$ cat config.mk
export PLATFORM = sky130hd
export DESIGN_NAME = decimating_comb
export DESIGN_NICKNAME = d
export VERILOG_FILES = /design/src/rtl/decimating_comb_pkg.sv /design/src/rtl/decimating_comb_sat_sub.sv /design/src/rtl/decimating_comb.sv
export SDC_FILE = /design/constraint.sdc
export NUM_CORES = 1
export LEC_CHECK = 0
export ABC_AREA = 1
export BUFFER_PORTS_ARGS = -buffer_cell sky130_fd_sc_hd__buf_4
export CAP_MARGIN = 30
export CELL_PAD_IN_SITES_DETAIL_PLACEMENT = 0
export CELL_PAD_IN_SITES_GLOBAL_PLACEMENT = 1
export CORE_UTILIZATION = 42
export CTS_BUF_LIST = sky130_fd_sc_hd__clkbuf_4 sky130_fd_sc_hd__clkbuf_8 sky130_fd_sc_hd__clkbuf_16
export DETAILED_ROUTE_END_ITERATION = 7
export PLACE_DENSITY_LB_ADDON = 0.1
export SETUP_SLACK_MARGIN = 0.4
export SLEW_MARGIN = 20
export SYNTH_ARGS = -nofsm -noshare
export SYNTH_HDL_FRONTEND = slang
export SYNTH_SLANG_ARGS = --single-unit
$ cat constraint.sdc
create_clock -name CLK_I -period 3.4 [get_ports CLK_I]
set_input_delay 0.68 -clock CLK_I [delete_from_list [all_inputs] [get_ports CLK_I]]
set_output_delay 0.68 -clock CLK_I [all_outputs]
set_load 0.01 [all_outputs]
$ cat src/rtl/decimating_comb_pkg.sv
// Shared types and constants for the decimating comb stage and its helpers.
package decimating_comb_pkg;

    // Clip indicators produced by a saturating subtract.
    typedef struct packed {
        logic of;
        logic uf;
    } sat_flags_t;

    // Largest positive value representable in a len-bit two's complement word.
    function automatic int sat_max(input int len);
        return (1 << (len - 1)) - 1;
    endfunction

    // Most negative value representable in a len-bit two's complement word.
    function automatic int sat_min(input int len);
        return -(1 << (len - 1));
    endfunction

    // Width of a phase counter covering 0..ratio-1 (never narrower than 1 bit).
    function automatic int cnt_width(input int ratio);
        return (ratio <= 2) ? 1 : $clog2(ratio);
    endfunction

endpackage

$ cat src/rtl/decimating_comb_sat_sub.sv
// Saturating subtract a - b for signed LENGTH-bit operands; the difference is
// formed one bit wider so the clip decision sees the true result.
module sat_sub
    import decimating_comb_pkg::*;
#(
    parameter int LENGTH = 5
) (
    input  logic signed [LENGTH-1:0] a_i,
    input  logic signed [LENGTH-1:0] b_i,
    output logic signed [LENGTH-1:0] data_o,
    output sat_flags_t               flags_o
);

    localparam logic signed [LENGTH:0]   MAX_W = (LENGTH + 1)'(sat_max(LENGTH));
    localparam logic signed [LENGTH:0]   MIN_W = (LENGTH + 1)'(sat_min(LENGTH));
    localparam logic signed [LENGTH-1:0] MAX_N = LENGTH'(sat_max(LENGTH));
    localparam logic signed [LENGTH-1:0] MIN_N = LENGTH'(sat_min(LENGTH));

    logic signed [LENGTH:0] diff;

    // Wide difference, then clip to the output range and flag which rail was hit.
    always_comb begin
        diff    = {a_i[LENGTH-1], a_i} - {b_i[LENGTH-1], b_i};
        data_o  = diff[LENGTH-1:0];
        flags_o = '0;
        if (diff > MAX_W) begin
            data_o     = MAX_N;
            flags_o.of = 1'b1;
        end else if (diff < MIN_W) begin
            data_o     = MIN_N;
            flags_o.uf = 1'b1;
        end
    end

endmodule

$ cat src/rtl/decimating_comb.sv
// Decimating comb: keeps one sample in RATIO and emits the saturated
// difference against the sample DELAY decimated steps earlier, together with
// a tag telling whether the upstream integrator saturated during the window.
module decimating_comb
    import decimating_comb_pkg::*;
#(
    parameter int LENGTH    = 5,
    parameter int RATIO     = 4,
    parameter int DELAY     = 1,
    parameter bit INPUT_REG = 1'b1
) (
    input  logic              CLK_I,
    input  logic              RESET_I,
    input  logic [LENGTH-1:0] DATA_I,
    input  logic              OFDET_I,
    input  logic              UFDET_I,
    output logic [LENGTH-1:0] DATA_O,
    output logic              VALID_O,
    output logic              OFDET_O,
    output logic              UFDET_O,
    output logic              SATIN_O
);

    localparam int            CW       = cnt_width(RATIO);
    localparam logic [CW-1:0] CNT_LAST = CW'(RATIO - 1);

    // Input stage values seen by the rest of the datapath.
    logic signed [LENGTH-1:0] s_data;
    logic                     s_of;
    logic                     s_uf;

    if (INPUT_REG) begin : g_inreg
        logic signed [LENGTH-1:0] s_data_q;
        logic                     s_of_q;
        logic                     s_uf_q;

        // Register the integrator outputs before use.
        always_ff @(posedge CLK_I) begin
            if (RESET_I) begin
                s_data_q <= '0;
                s_of_q   <= 1'b0;
                s_uf_q   <= 1'b0;
            end else begin
                s_data_q <= DATA_I;
                s_of_q   <= OFDET_I;
                s_uf_q   <= UFDET_I;
            end
        end

        assign s_data = s_data_q;
        assign s_of   = s_of_q;
        assign s_uf   = s_uf_q;
    end else begin : g_noreg
        assign s_data = DATA_I;
        assign s_of   = OFDET_I;
        assign s_uf   = UFDET_I;
    end

    logic [CW-1:0]            cnt_q;
    logic [CW-1:0]            cnt_d;
    logic                     dec_edge;
    logic                     win_q;
    logic                     win_d;
    logic signed [LENGTH-1:0] dly_q [DELAY];
    logic signed [LENGTH-1:0] sub_data;
    sat_flags_t               sub_flags;

    logic [LENGTH-1:0]        data_q;
    logic                     valid_q;
    logic                     of_q;
    logic                     uf_q;
    logic                     satin_q;

    // Phase counter and window accumulation; a flag on the decimation cycle
    // itself is folded into the window that closes on that cycle.
    always_comb begin
        dec_edge = (cnt_q == CNT_LAST);
        cnt_d    = dec_edge ? '0 : cnt_q + CW'(1);
        win_d    = win_q | s_of | s_uf;
    end

    // Difference between the current sample and the oldest delay-line entry.
    sat_sub #(
        .LENGTH (LENGTH)
    ) u_sat_sub (
        .a_i     (s_data),
        .b_i     (dly_q[DELAY-1]),
        .data_o  (sub_data),
        .flags_o (sub_flags)
    );

    // Counter, window flag, delay line and output registers; reset wins over
    // a decimation edge in the same cycle and discards a partial window.
    always_ff @(posedge CLK_I) begin
        if (RESET_I) begin
            cnt_q   <= '0;
            win_q   <= 1'b0;
            for (int i = 0; i < DELAY; i++) begin
                dly_q[i] <= '0;
            end
            data_q  <= '0;
            valid_q <= 1'b0;
            of_q    <= 1'b0;
            uf_q    <= 1'b0;
            satin_q <= 1'b0;
        end else begin
            cnt_q   <= cnt_d;
            valid_q <= dec_edge;
            if (dec_edge) begin
                win_q   <= 1'b0;
                data_q  <= sub_data;
                of_q    <= sub_flags.of;
                uf_q    <= sub_flags.uf;
                satin_q <= win_d;
                for (int i = DELAY - 1; i > 0; i--) begin
                    dly_q[i] <= dly_q[i-1];
                end
                dly_q[0] <= s_data;
            end else begin
                win_q <= win_d;
            end
        end
    end

    assign DATA_O  = data_q;
    assign VALID_O = valid_q;
    assign OFDET_O = of_q;
    assign UFDET_O = uf_q;
    assign SATIN_O = satin_q;

endmodule

Word-level counts from Yosys, hierarchy flattened
Memory sizes are Yosys's and may differ from the RTL's.
Cells that the tools add are included.
{"block": "word_totals", "latchBits": 0, "input_bits": 9, "rom_bits": 0, "out_inout_bits": 9, "mem_count": 1, "elab_cells": 32, "ram_bits": 5, "reg_bits": 19}
{"name": "dly_q", "depth": 1, "width": 5, "read_ports": 1, "rd_clocked_by_memory_dff": 0, "write_ports": 1, "line_no": "decimating_comb.sv:64", "source": "logic signed [LENGTH-1:0] dly_q [DELAY];"}
{"block": "classes", "addsub": 2, "n_bitwise": 2, "n_lt_le_gt_ge": 2, "shifts": 0, "reduce_logical": 2, "div_mod_pow": 0, "muxes": 12, "n_mul": 0, "n_eq_ne": 1}
{"operator": "two-way mux 5 bit", "count": 3}
{"operator": "two-way mux 1 bit", "count": 9}
{"operator": "> comparator 6 x 5 -> 1 bit (second input constant)", "count": 1}
{"operator": "< comparator 6 x 5 -> 1 bit (second input constant)", "count": 1}
{"operator": "subtractor 5 x 5 -> 6 bit", "count": 1}
{"operator": "OR reduction 5 bit", "count": 1}
{"operator": "adder 2 x 1 -> 2 bit (second input constant)", "count": 1}
{"operator": "equality test 2 bit (second input constant)", "count": 1}
{"operator": "bitwise OR 1 bit", "count": 2}
{"operator": "OR reduction 2 bit", "count": 1}

Logic depth before layout (Yosys ltp)
Gate-level depths: netlist of the first run.
{"block": "depth", "depth_word": 6, "depth_mapped": 11, "depth_no_buf": 11}

By module
Synthesis of the first run repeated with hierarchy kept, for this count alone.
{"block": "unflattened", "cells_unflattened": 133, "area_unflattened_um2": 1082.3}
{"module": "decimating_comb", "area_each_um2": 820.8, "seq_area_each_um2": 530.5, "instances": 1, "cells_each": 89}
{"module": "sat_sub", "area_each_um2": 261.5, "seq_area_each_um2": 0.0, "instances": 1, "cells_each": 44}

Worst setup path before layout of the first run
OpenSTA, ideal clock, no wires.
{"block": "synth_path", "kind": "reg2reg", "from": "memory dly_q[0][0]", "to": "register data_q[2], in the netlist DATA_O[2]", "path_buffers": 0, "stages_incl_launch_ff": 10, "slack_ns": 1.737, "synth_period_minus_slack_ns": 1.663, "t_required_ns": 3.277, "arrival_time_ns": 1.541, "setup_time_ns": 0.123, "cell_sequence": "edfxtp_1 > ha_1 > fa_1 > nand3b_1 > nand2_1 > nand2_1 > nand2_1 > nand2_1 > nand3_1 > nand3_1"}
{"block": "synth_via", "elab_chain_cells": 5, "elab_cells_between_ends": 6, "cone_classes": "add/sub (1); order compare (2); mux (2); memory (1)"}
{"item": "start, declared", "line_no": "decimating_comb.sv:64"}
{"item": "memory (1 x 5 bit) *"}
{"item": "subtractor 5 x 5 -> 6 bit *", "line_no": "decimating_comb_sat_sub.sv:23", "source": "diff = {a_i[LENGTH-1], a_i} - {b_i[LENGTH-1], b_i};"}
{"item": "< comparator 6 x 5 -> 1 bit", "line_no": "decimating_comb_sat_sub.sv:29", "source": "end else if (diff < MIN_W) begin"}
{"item": "two-way mux 5 bit", "line_no": "decimating_comb_sat_sub.sv:29"}
{"item": "two-way mux 5 bit *", "line_no": "decimating_comb_sat_sub.sv:26", "source": "if (diff > MAX_W) begin"}
{"item": "end signal, assigned", "line_no": "decimating_comb.sv:111", "source": "data_q <= sub_data;"}
{"item": "end, declared", "line_no": "decimating_comb.sv:68", "source": "logic [LENGTH-1:0] data_q;"}
Mark *: on every way between the ends. The rest lies on a longest branch, timed or not.
A chain may end at the register's enable or synchronous reset.

Worst setup path in the final report of the first run
Same ends and word-level chain as after synthesis.

==> results of run 1 <==
-- cell usage in the layout, fill, tap and decap left out, types with 3 or more instances in the layout --
master                     synthesis  layout
sky130_fd_sc_hd__buf_4             0      17
sky130_fd_sc_hd__clkbuf_4          0       3
sky130_fd_sc_hd__dfxtp_1          19      19
sky130_fd_sc_hd__edfxtp_1          5       5
sky130_fd_sc_hd__ha_1              6       6
sky130_fd_sc_hd__inv_1            22      22
sky130_fd_sc_hd__nand2_1          23      23
sky130_fd_sc_hd__nand3_1           8       8
sky130_fd_sc_hd__nor2_1           15      15
-- Yosys cell counts --
cell type	n	share of area [%]
sky130_fd_sc_hd__o21ai_1	1	0.50
sky130_fd_sc_hd__dfxtp_1	19	38
sky130_fd_sc_hd__buf_2	1	0.50
sky130_fd_sc_hd__a21oi_1	1	0.50
sky130_fd_sc_hd__o21ai_0	1	0.50
sky130_fd_sc_hd__nor2_1	15	5.6
sky130_fd_sc_hd__nor3_1	2	0.99
sky130_fd_sc_hd__nor2_4	1	1.1
sky130_fd_sc_hd__nand3_1	8	4.0
sky130_fd_sc_hd__inv_1	22	8.2
sky130_fd_sc_hd__edfxtp_1	5	15
sky130_fd_sc_hd__nand4_1	1	0.62
sky130_fd_sc_hd__nand2_2	2	1.2
sky130_fd_sc_hd__nor2_2	1	0.62
sky130_fd_sc_hd__a22o_2	1	0.99
sky130_fd_sc_hd__xor2_1	1	0.87
sky130_fd_sc_hd__a21oi_2	2	1.7
sky130_fd_sc_hd__nand3b_1	1	0.74
sky130_fd_sc_hd__ha_1	6	7.4
sky130_fd_sc_hd__xnor2_1	1	0.87
sky130_fd_sc_hd__fa_1	1	2.0
sky130_fd_sc_hd__nand2_1	23	8.5
-- report_power, final --
group / total [mW] / leakage (nW) / switching (mW) / internal (mW)
logic: 0.0916 / 0.370 / 0.0527 / 0.0389
clock network: 0.173 / 0.0261 / 0.0836 / 0.0897
registers: 0.316 / 0.208 / 0.00727 / 0.308
total: 0.580 / 0.605 / 0.144 / 0.437
-- worst max-delay path by stage --
stage	cells past startpoint	from	slack (ns)	to
final	9	dly_q[0][0]	1.60	DATA_O[2]
after global routing	9	dly_q[0][0]	1.46	DATA_O[3]
after CTS	9	dly_q[0][0]	1.61	DATA_O[2]
after detailed placement	9	dly_q[0][0]	1.62	DATA_O[3]
after global placement	9	dly_q[0][0]	1.68	DATA_O[3]
after floorplan	9	dly_q[0][0]	1.74	DATA_O[2]
-- layer usage --
metal	part of all wire, %	wire (um)	vias to the layer above	track usage [%]
met4	0.75	12	0	6.94
met3	3.5	56	2	3.57
li1	-	-	398	-
met5	0	0	-	0
met1	49	781	344	18.0
met2	47	746	14	24.3
-- worst max-delay path: cells and delay by family (launching register included) --
kind	cells	cell delay, ns
fa+ha+maj	2	0.61
flops	1	0.40
simple gates	7	0.68
-- sequential cells by signal (all words and copies together), names as in the netlist --
register / flops
DATA_O: 5
VALID_O: 1
dly_q: 5
win_q: 1
cnt_q: 2
SATIN_O: 1
OFDET_O: 1
g_inreg.s_uf_q: 1
g_inreg.s_of_q: 1
g_inreg.s_data_q: 5
UFDET_O: 1
-- metrics by stage --
stage                     hold WS, ns  total power [mW]
after CTS                       0.431             0.590
after global placement          0.407             0.413
after detailed placement        0.411             0.414
after global routing            0.444             0.617
final                           0.430             0.580
after floorplan                 0.399             0.385
-- cell families (layout without fill, tap and decap cells) --
kind of cell,after synthesis,after routing,share of synthesized area [%]
and+or+nand+nor,54,54,23.4
DFF,24,24,52.5
buffers and inverters,23,43,8.67
adders and majority gates,7,7,9.42
AOI/OAI and AO/OA,6,6,4.21
xor gates and xnor gates,2,2,1.74
-- layout make-up --
class | count | area share [%]
tap | 28 | 2.88
inverter | 22 | 6.80
sequential | 24 | 43.7
timing repair buffer | 17 | 10.5
clock buffer | 4 | 3.91
multi-input combinational | 69 | 32.2
==> Flow_metrics.wiki, run 1 <==
{| class="wikitable"
! Metric !! Value
|-
| DRC violations left || 0
|-
| Antenna Nets Post-Route || 0
|-
| # rows || 17
|-
| Area of the multi-input gates || 392 um^2
|-
| Wire length reported by the detailed router || between 1.5 and 2 mm
|-
| Starting density of the core || 45.2%
|-
| Worst hold path class || flop to flop
|-
| Fraction of layout cells with a size suffix above 1 || between 20% and 30%
|-
| Via count of the first global-routing pass || roughly 660
|-
| Final Hold Vio Count || 0
|-
| Worst ir drop on vdd || 258 uV
|-
| Worst path setup slack after routing || 1.60 ns
|-
| Die ar. || 0.00260 mm^2
|-
| HP Start || cnt_q[0]
|-
| Number of standard cells after synthesis || roughly 120
|-
| Total global routing track utilization || between 10 and 15%
|-
| Worst Max-Slew Pin Slew || 0.327 ns
|-
| Max Freq || 0.556 GHz
|-
| Worst reg2reg startpoint || dly_q[0][0]
|-
| Critical path launch point type || flop
|-
| Critical Path Most Common Cell || sky130_fd_sc_hd__nand2_1
|-
| Net count, final || 153
|-
| Count of TritonRoute iterations in the first routing pass || 4
|-
| Layout fillers || 217
|-
| Synth-to-layout area growth || 20.3%
|-
| Number of hold-repair buffers added at the cts stage || 0
|-
| HPWL after DPL || 1.26 mm
|-
| Critical-path cell list || ha_1 > fa_1 > nand3b_1 > nand2_1 > nand2_1 > nand2_1 > nand2_1 > nand3_1 > nand3_1
|-
| Global-route wire length before repair || 2.78 mm
|-
| Netlist area before placement || 0.00101 mm^2
|-
| Initial antenna violation count || 0
|-
| Drt via density || roughly 4.6
|-
| Remaining max-slew budget at the tightest pin || 78.2%
|-
| IO Count || 18
|-
| Final period utilization || a little over half
|-
| Post-route insts no fill || 164
|-
| Post-cts sizing count || 0
|-
| Instance area after placement || 0.00117 mm^2
|-
| Worst Reg-to-Reg Cells || 9
|-
| Max Fanout on Critical Path || 3
|-
| Per-instance average area after synthesis || 8.70 um^2
|-
| Largest net degree at the start of global routing || 15
|-
| Port buffer count || 17
|-
| Sequential area share after synthesis || between 50 and 60%
|-
| Post-route standard cell area excluding fillers || 0.00121 mm^2
|-
| Area taken by flip-flops and latches || 531 um^2
|-
| P per Cell Area || around 480 mW/mm^2
|-
| Cell count after placement || 160
|-
| Clock Skews || between 0.003 and 0.004 ns
|-
| Delay of the slowest cell on the worst path || 0.40 ns
|-
| Clock latency at the later pin of the worst-skew pair || 0.31 ns
|-
| Number of clock sinks seen by CTS || 24
|-
| CORE AREA || approximately 0.0022 mm^2
|-
| Startpoint-to-endpoint class of the critical path || flop to flop
|-
| Standard cell with the maximum stage delay on the critical path || sky130_fd_sc_hd__edfxtp_1
|-
| Slew Limit Fails || 0
|-
| Post-Place Worst Slack || 1.62 ns
|-
| Number of DRC violations after detailed-routing iteration 0 || 14
|-
| Time the final worst path needs with I/O delays and setup || about 1.8 ns
|-
| Endpoints failing setup || 0
|-
| Data required time at the worst endpoint || 3.61 ns
|-
| Post-synth net total || roughly 130
|-
| Instance count along the most critical hold path || 1
|-
| Number of warning messages in the yosys log || 0
|-
| Routability cong. || 0.856
|-
| Number of storage elements in the synthesis netlist || 24
|-
| Number of clock buffers inserted by TritonCTS || 3
|-
| Arrival time at the worst endpoint || 2.00 ns
|-
| Setup slack, reg-to-reg || 1.60 ns
|-
| Destination of the worst hold path || cnt_q[0]
|-
| LEAKAGE || 0.605 nW
|-
| Per-cell routed wire length || approximately 9.7 um
|-
| Clock H-tree levels || 1
|-
| Via count of the routed design || 758
|-
| Unrepaired setup endpoints after global routing || false
|-
| Clock tree root driver cell || sky130_fd_sc_hd__clkbuf_4
|-
| Status || complete, no violations
|-
| Die H || a little over 50 um
|-
| Final TNS setup || 0 ns
|-
| Number of violations of the max-capacitance limit || 0
|-
| Number of antenna diodes || 0
|-
| Post-CTS clock slew at the launch and capture registers of the worst setup and hold paths || about 0.13 ns
|-
| Maximum buffer depth of the clock tree || 2
|-
| Number of setup buffers added after CTS || 0
|-
| Number of library cell types mapped by synthesis || 22
|-
| Endpoint kind of the worst setup timing path || flop
|-
| Overall die width || 51.0 um
|-
| Clock tree from TritonCTS || built
|-
| Reg2reg end || DATA_O[2]
|-
| Final global-route overflow total || 0
|-
| Core utilization of the finished layout || 54.4%
|}
Note: power is estimated with default switching activity, not from simulation.
==> inputs of run 2 (changes only) <==
--- a/config.mk
+++ b/config.mk
@@ -5,12 +5,12 @@
 export SDC_FILE = /design/constraint.sdc
 export NUM_CORES = 1
 export LEC_CHECK = 0
-export ABC_AREA = 1
+export ABC_AREA = 0
 export BUFFER_PORTS_ARGS = -buffer_cell sky130_fd_sc_hd__buf_4
 export CAP_MARGIN = 30
 export CELL_PAD_IN_SITES_DETAIL_PLACEMENT = 0
 export CELL_PAD_IN_SITES_GLOBAL_PLACEMENT = 1
-export CORE_UTILIZATION = 42
+export CORE_UTILIZATION = 37
 export CTS_BUF_LIST = sky130_fd_sc_hd__clkbuf_4 sky130_fd_sc_hd__clkbuf_8 sky130_fd_sc_hd__clkbuf_16
 export DETAILED_ROUTE_END_ITERATION = 7
 export PLACE_DENSITY_LB_ADDON = 0.1
==> constraint.sdc (replaced) <==
create_clock -name CLK_I -period 1.65 [get_ports CLK_I]
set_input_delay 0.33 -clock CLK_I [delete_from_list [all_inputs] [get_ports CLK_I]]
set_output_delay 0.33 -clock CLK_I [all_outputs]
set_load 0.01 [all_outputs]
==> run 2 against run 1 <==
The flow now finishes with violations (negative setup slack). Clock power increased by 110%. Utilization increased by 1.2 points. Sequential cell count unchanged. Maximum frequency decreased by 6.3%. Non-clock buffer count increased by 12.
==> Flow_metrics.wiki, run 2 <==
{| class="wikitable"
! Metric !! Value
|-
| Status || complete, but fails checks
|-
| Violations in the final reports || negative setup slack
|-
| Startpoint-to-endpoint class of the critical path || flop to flop
|-
| # rows || 18 (+1)
|-
| Core utilization of the finished layout || 55.6% (+1.2 points)
|-
| Dominant cells by area after synthesis || sky130_fd_sc_hd__dfxtp_1, sky130_fd_sc_hd__edfxtp_1, sky130_fd_sc_hd__ha_1, sky130_fd_sc_hd__nor2_1, sky130_fd_sc_hd__nor2b_1
|-
| Count of flip-flops with a built-in enable after synthesis || 5 (unchanged)
|-
| Number of antenna diodes || 0 (unchanged)
|-
| Worst hold path class || input port to flop
|-
| Final Hold Vio Count || 0 (unchanged)
|-
| Final global-route overflow total || 0 (unchanged)
|-
| P per Cell Area || 915 mW/mm^2 (+91%)
|-
| Port buffer count || 17 (unchanged)
|-
| Synth-to-layout area growth || 36.9%
|-
| Post-CTS clock slew at the launch and capture registers of the worst setup and hold paths || 0.14 ns (about the same)
|-
| Via count of the routed design || 812 (+7.1%)
|-
| Starting density of the core || 40.6% (-4.6 points)
|-
| Standard cell with the maximum stage delay on the critical path || sky130_fd_sc_hd__edfxtp_1
|-
| Cell type with the largest total area after synthesis || sky130_fd_sc_hd__dfxtp_1
|-
| CORE AREA || 0.00259 mm^2 (+16%)
|-
| Worst Reg-to-Reg Cells || 7 (-2)
|-
| Endpoints failing setup || 6 (+6)
|-
| Data required time at the worst endpoint || 1.86 ns (-1.75 ns)
|-
| Max Fanout on Critical Path || 4 (+1)
|-
| Slew Limit Fails || 0 (unchanged)
|-
| Remaining max-slew budget at the tightest pin || 82.1% (+3.9 points)
|-
| Net count, final || 153 (unchanged)
|-
| Worst reg2reg startpoint || dly_q[0][0]
|-
| Worst Max-Slew Pin Slew || 0.267 ns (-0.0605 ns)
|-
| Fraction of layout cells with a size suffix above 1 || 40.4% (+20 points)
|-
| Per-instance average area after synthesis || 9.93 um^2 (+14%)
|-
| Critical Path Most Common Cell || sky130_fd_sc_hd__o211ai_1
|-
| Count of TritonRoute iterations in the first routing pass || 4 (unchanged)
|-
| Worst ir drop on vdd || 560 uV (+120%)
|-
| Clock latency at the later pin of the worst-skew pair || 0.32 ns (about the same)
|-
| Clock H-tree levels || 1 (unchanged)
|-
| Total global routing track utilization || 14.7% (-0.12 points)
|-
| Switching part of the total power || 26.1% (+1.4 points)
|-
| HP Start || OFDET_I
|-
| IO Count || 18 (unchanged)
|-
| Fraction of post-synthesis cell area in the top cell type by area || 36.1% (-1.5 points)
|-
| Instance count along the most critical hold path || 2 (+1)
|-
| Number of warning messages in the yosys log || 0 (unchanged)
|-
| Max Freq || 0.521 GHz (-6.3%)
|-
| Endpoint kind of the worst setup timing path || flop
|-
| Maximum buffer depth of the clock tree || 2 (unchanged)
|-
| Die H || 55.3 um (+8.4%)
|-
| Wire length reported by the detailed router || 2.10 mm (+31%)
|-
| Area of the multi-input gates || 564 um^2 (+44%)
|-
| Post-synth net total || 122 (-7.6%)
|-
| Critical-path cell list || ha_2 > fa_2 > nand2b_4 > and2_4 > o32a_1 > o211ai_1 > o211ai_1
|-
| Number of library cell types mapped by synthesis || 29 (+32%)
|-
| Worst Hold Margin || 0.209 ns (-0.221 ns)
|-
| Switching power total || 344 uW (+140%)
|-
| Netlist area before placement || 0.00105 mm^2 (+4.2%)
|-
| Area taken by flip-flops and latches || 533 um^2 (+0.47%)
|-
| Layout fillers || 238 (+9.7%)
|-
| Post-route standard cell area excluding fillers || 0.00144 mm^2 (+19%)
|-
| Most frequently used flop master after synthesis || sky130_fd_sc_hd__dfxtp_1
|-
| Number of storage elements in the synthesis netlist || 24 (unchanged)
|-
| Antenna Nets Post-Route || 0 (unchanged)
|-
| Worst path setup slack after routing || -0.268 ns (-1.87 ns)
|-
| Routability cong. || 0.815 (-4.7%)
|-
| Number of standard cells after synthesis || 106 (-8.6%)
|-
| Overall die width || 55.3 um (+8.4%)
|-
| Setup slack, reg-to-reg || -0.27 ns (-1.87 ns)
|-
| Arrival time at the worst endpoint || 2.13 ns (+0.13 ns)
|-
| Die ar. || 0.00306 mm^2 (+18%)
|-
| Critical path launch point type || flop
|-
| CP Buf/Inv Count || 0 (unchanged)
|-
| Internal power || 973 uW (+120%)
|-
| Instance area after placement || 0.00128 mm^2 (+9.6%)
|-
| Post-Place Worst Slack || -0.247 ns (-1.87 ns)
|-
| Seq pwr share || 50.1% (-4.3 points)
|-
| HPWL after DPL || 1.47 mm (+17%)
|-
| Clock tree root driver cell || sky130_fd_sc_hd__clkbuf_4
|-
| Clock power frac || 27.6% (-2.3 points)
|-
| Delay of the slowest cell on the worst path || 0.40 ns (about the same)
|-
| Via count of the first global-routing pass || 829 (+25%)
|-
| Final period utilization || 116% (+63 points)
|-
| Reg2reg end || DATA_O[3]
|-
| Kind of cell adding the most delay to the critical path || compound AO/OA/AOI/OAI gates
|-
| Most numerous cell types in the synthesized netlist || sky130_fd_sc_hd__dfxtp_1, sky130_fd_sc_hd__nor2_1, sky130_fd_sc_hd__nand2_1, sky130_fd_sc_hd__inv_1, sky130_fd_sc_hd__nor2b_1
|-
| Destination of the worst hold path || g_inreg.s_of_q
|-
| Combinational Power Share || 22.3% (+6.5 points)
|-
| Number of clock sinks seen by CTS || 24 (unchanged)
|-
| Drt via density || 4.89 (+5.8%)
|-
| Sequential area share after synthesis || 50.4% (-2.1 points)
|-
| Number of DRC violations after detailed-routing iteration 0 || 10 (-4)
|-
| Commonest cells after routing, fill and taps aside || sky130_fd_sc_hd__buf_4, sky130_fd_sc_hd__dfxtp_1, sky130_fd_sc_hd__nor2_1
|-
| Number of clock buffers inserted by TritonCTS || 3 (unchanged)
|-
| Time the final worst path needs with I/O delays and setup || 1.92 ns (+0.121 ns)
|-
| Global-route wire length before repair || 3.51 mm (+26%)
|-
| Largest net degree at the start of global routing || 15 (unchanged)
|-
| Post-synthesis async set-or-reset flop share || 0% (unchanged)
|-
| Leading cell type in the layout, fill and taps excluded || sky130_fd_sc_hd__buf_4
|-
| Unrepaired setup endpoints after global routing || true
|-
| Initial antenna violation count || 0 (unchanged)
|-
| LEAKAGE || 0.614 nW (+1.6%)
|-
| Power, Total || 1.32 mW (+130%)
|-
| Clock tree from TritonCTS || built
|-
| Number of violations of the max-capacitance limit || 0 (unchanged)
|-
| Clock Skews || 0.0141 ns (+0.0107 ns)
|-
| Per-cell routed wire length || 12.6 um (+30%)
|-
| DRC violations left || 0 (unchanged)
|-
| Most common cell in the netlist || sky130_fd_sc_hd__dfxtp_1
|}
run 2: logic make-up (layout without fill, tap and decap cells):
| kind of cell | Yosys count | in the layout | synth area share [%] |
|---|---|---|---|
| compound gates | 20 | 20 | 13.1 |
| fa+ha+maj | 7 | 7 | 9.04 |
| buf+inv | 11 | 41 | 5.35 |
| flops | 24 | 24 | 50.4 |
| mux | 1 | 1 | 1.43 |
| simple gates | 43 | 43 | 20.7 |
run 2: worst max-delay path by stage:
| stage | startpoint | to | slack (ns) | cells after the start |
|---|---|---|---|---|
| 2_1_floorplan | dly_q[0][0] | DATA_O[3] | -0.14 | 7 |
| 3_3_place_gp | dly_q[0][0] | DATA_O[3] | -0.21 | 7 |
| 3_5_place_dp | dly_q[0][0] | DATA_O[3] | -0.25 | 7 |
| 5_1_grt | dly_q[0][0] | DATA_O[3] | -0.35 | 7 |
| 4_1_cts | dly_q[0][0] | DATA_O[1] | -0.27 | 7 |
| 6_report | dly_q[0][0] | DATA_O[3] | -0.27 | 7 |
run 2: worst reg2reg max path, delay by kind of cell, from the launching register on:
| family | cells | cell delay [ns] |
|---|---|---|
| compound gates | 3 | 0.56 |
| flops | 1 | 0.40 |
| fa+ha+maj | 2 | 0.52 |
| simple gates | 2 | 0.33 |
run 2: per-layer routing:
| layer | track usage, % | part of all wire [%] | vias up |
|---|---|---|---|
| li1 | - | - | 426 |
| met1 | 17.4 | 48 | 365 |
| met2 | 23.8 | 46 | 17 |
| met3 | 3.51 | 4.1 | 4 |
| met4 | 9.29 | 1.4 | 0 |
| met5 | 0 | 0 | - |
run 2: power groups by stage:
stage / clock [mW] / sequential (mW) / combinational (mW)
after floorplan: 0 / 0.671 / 0.152
after global placement: 0 / 0.666 / 0.244
after detailed placement: 0 / 0.667 / 0.244
after CTS: 0.373 / 0.658 / 0.261
after global routing: 0.403 / 0.663 / 0.325
final: 0.363 / 0.659 / 0.294
run 2: timing repair:
| action | CTS | global route |
|---|---|---|
| pin swaps | 6 | 8 |
| gates resized for setup | 8 | 11 |
| setup endpoints to repair | 17 | 10 |
| hold buffers | 0 | 0 |
| buffers inserted | 3 | 1 |
run 2: cell type report:
cell class	count	share of cell area, %
timing repair buffer	29	15.6
sequential	24	37.0
inverter	8	2.26
multi-input combinational	71	39.2
clock buffer	4	3.30
tap	30	2.61
run 2: through the flow:
| stage | setup TNS (ns) | instances |
|---|---|---|
| floorplan | -0.649 | 106 |
| global placement | -1.02 | 158 |
| detailed placement | -1.22 | 158 |
| CTS | -1.21 | 165 |
| global route | -1.74 | 166 |
| finish | -1.24 | 166 |
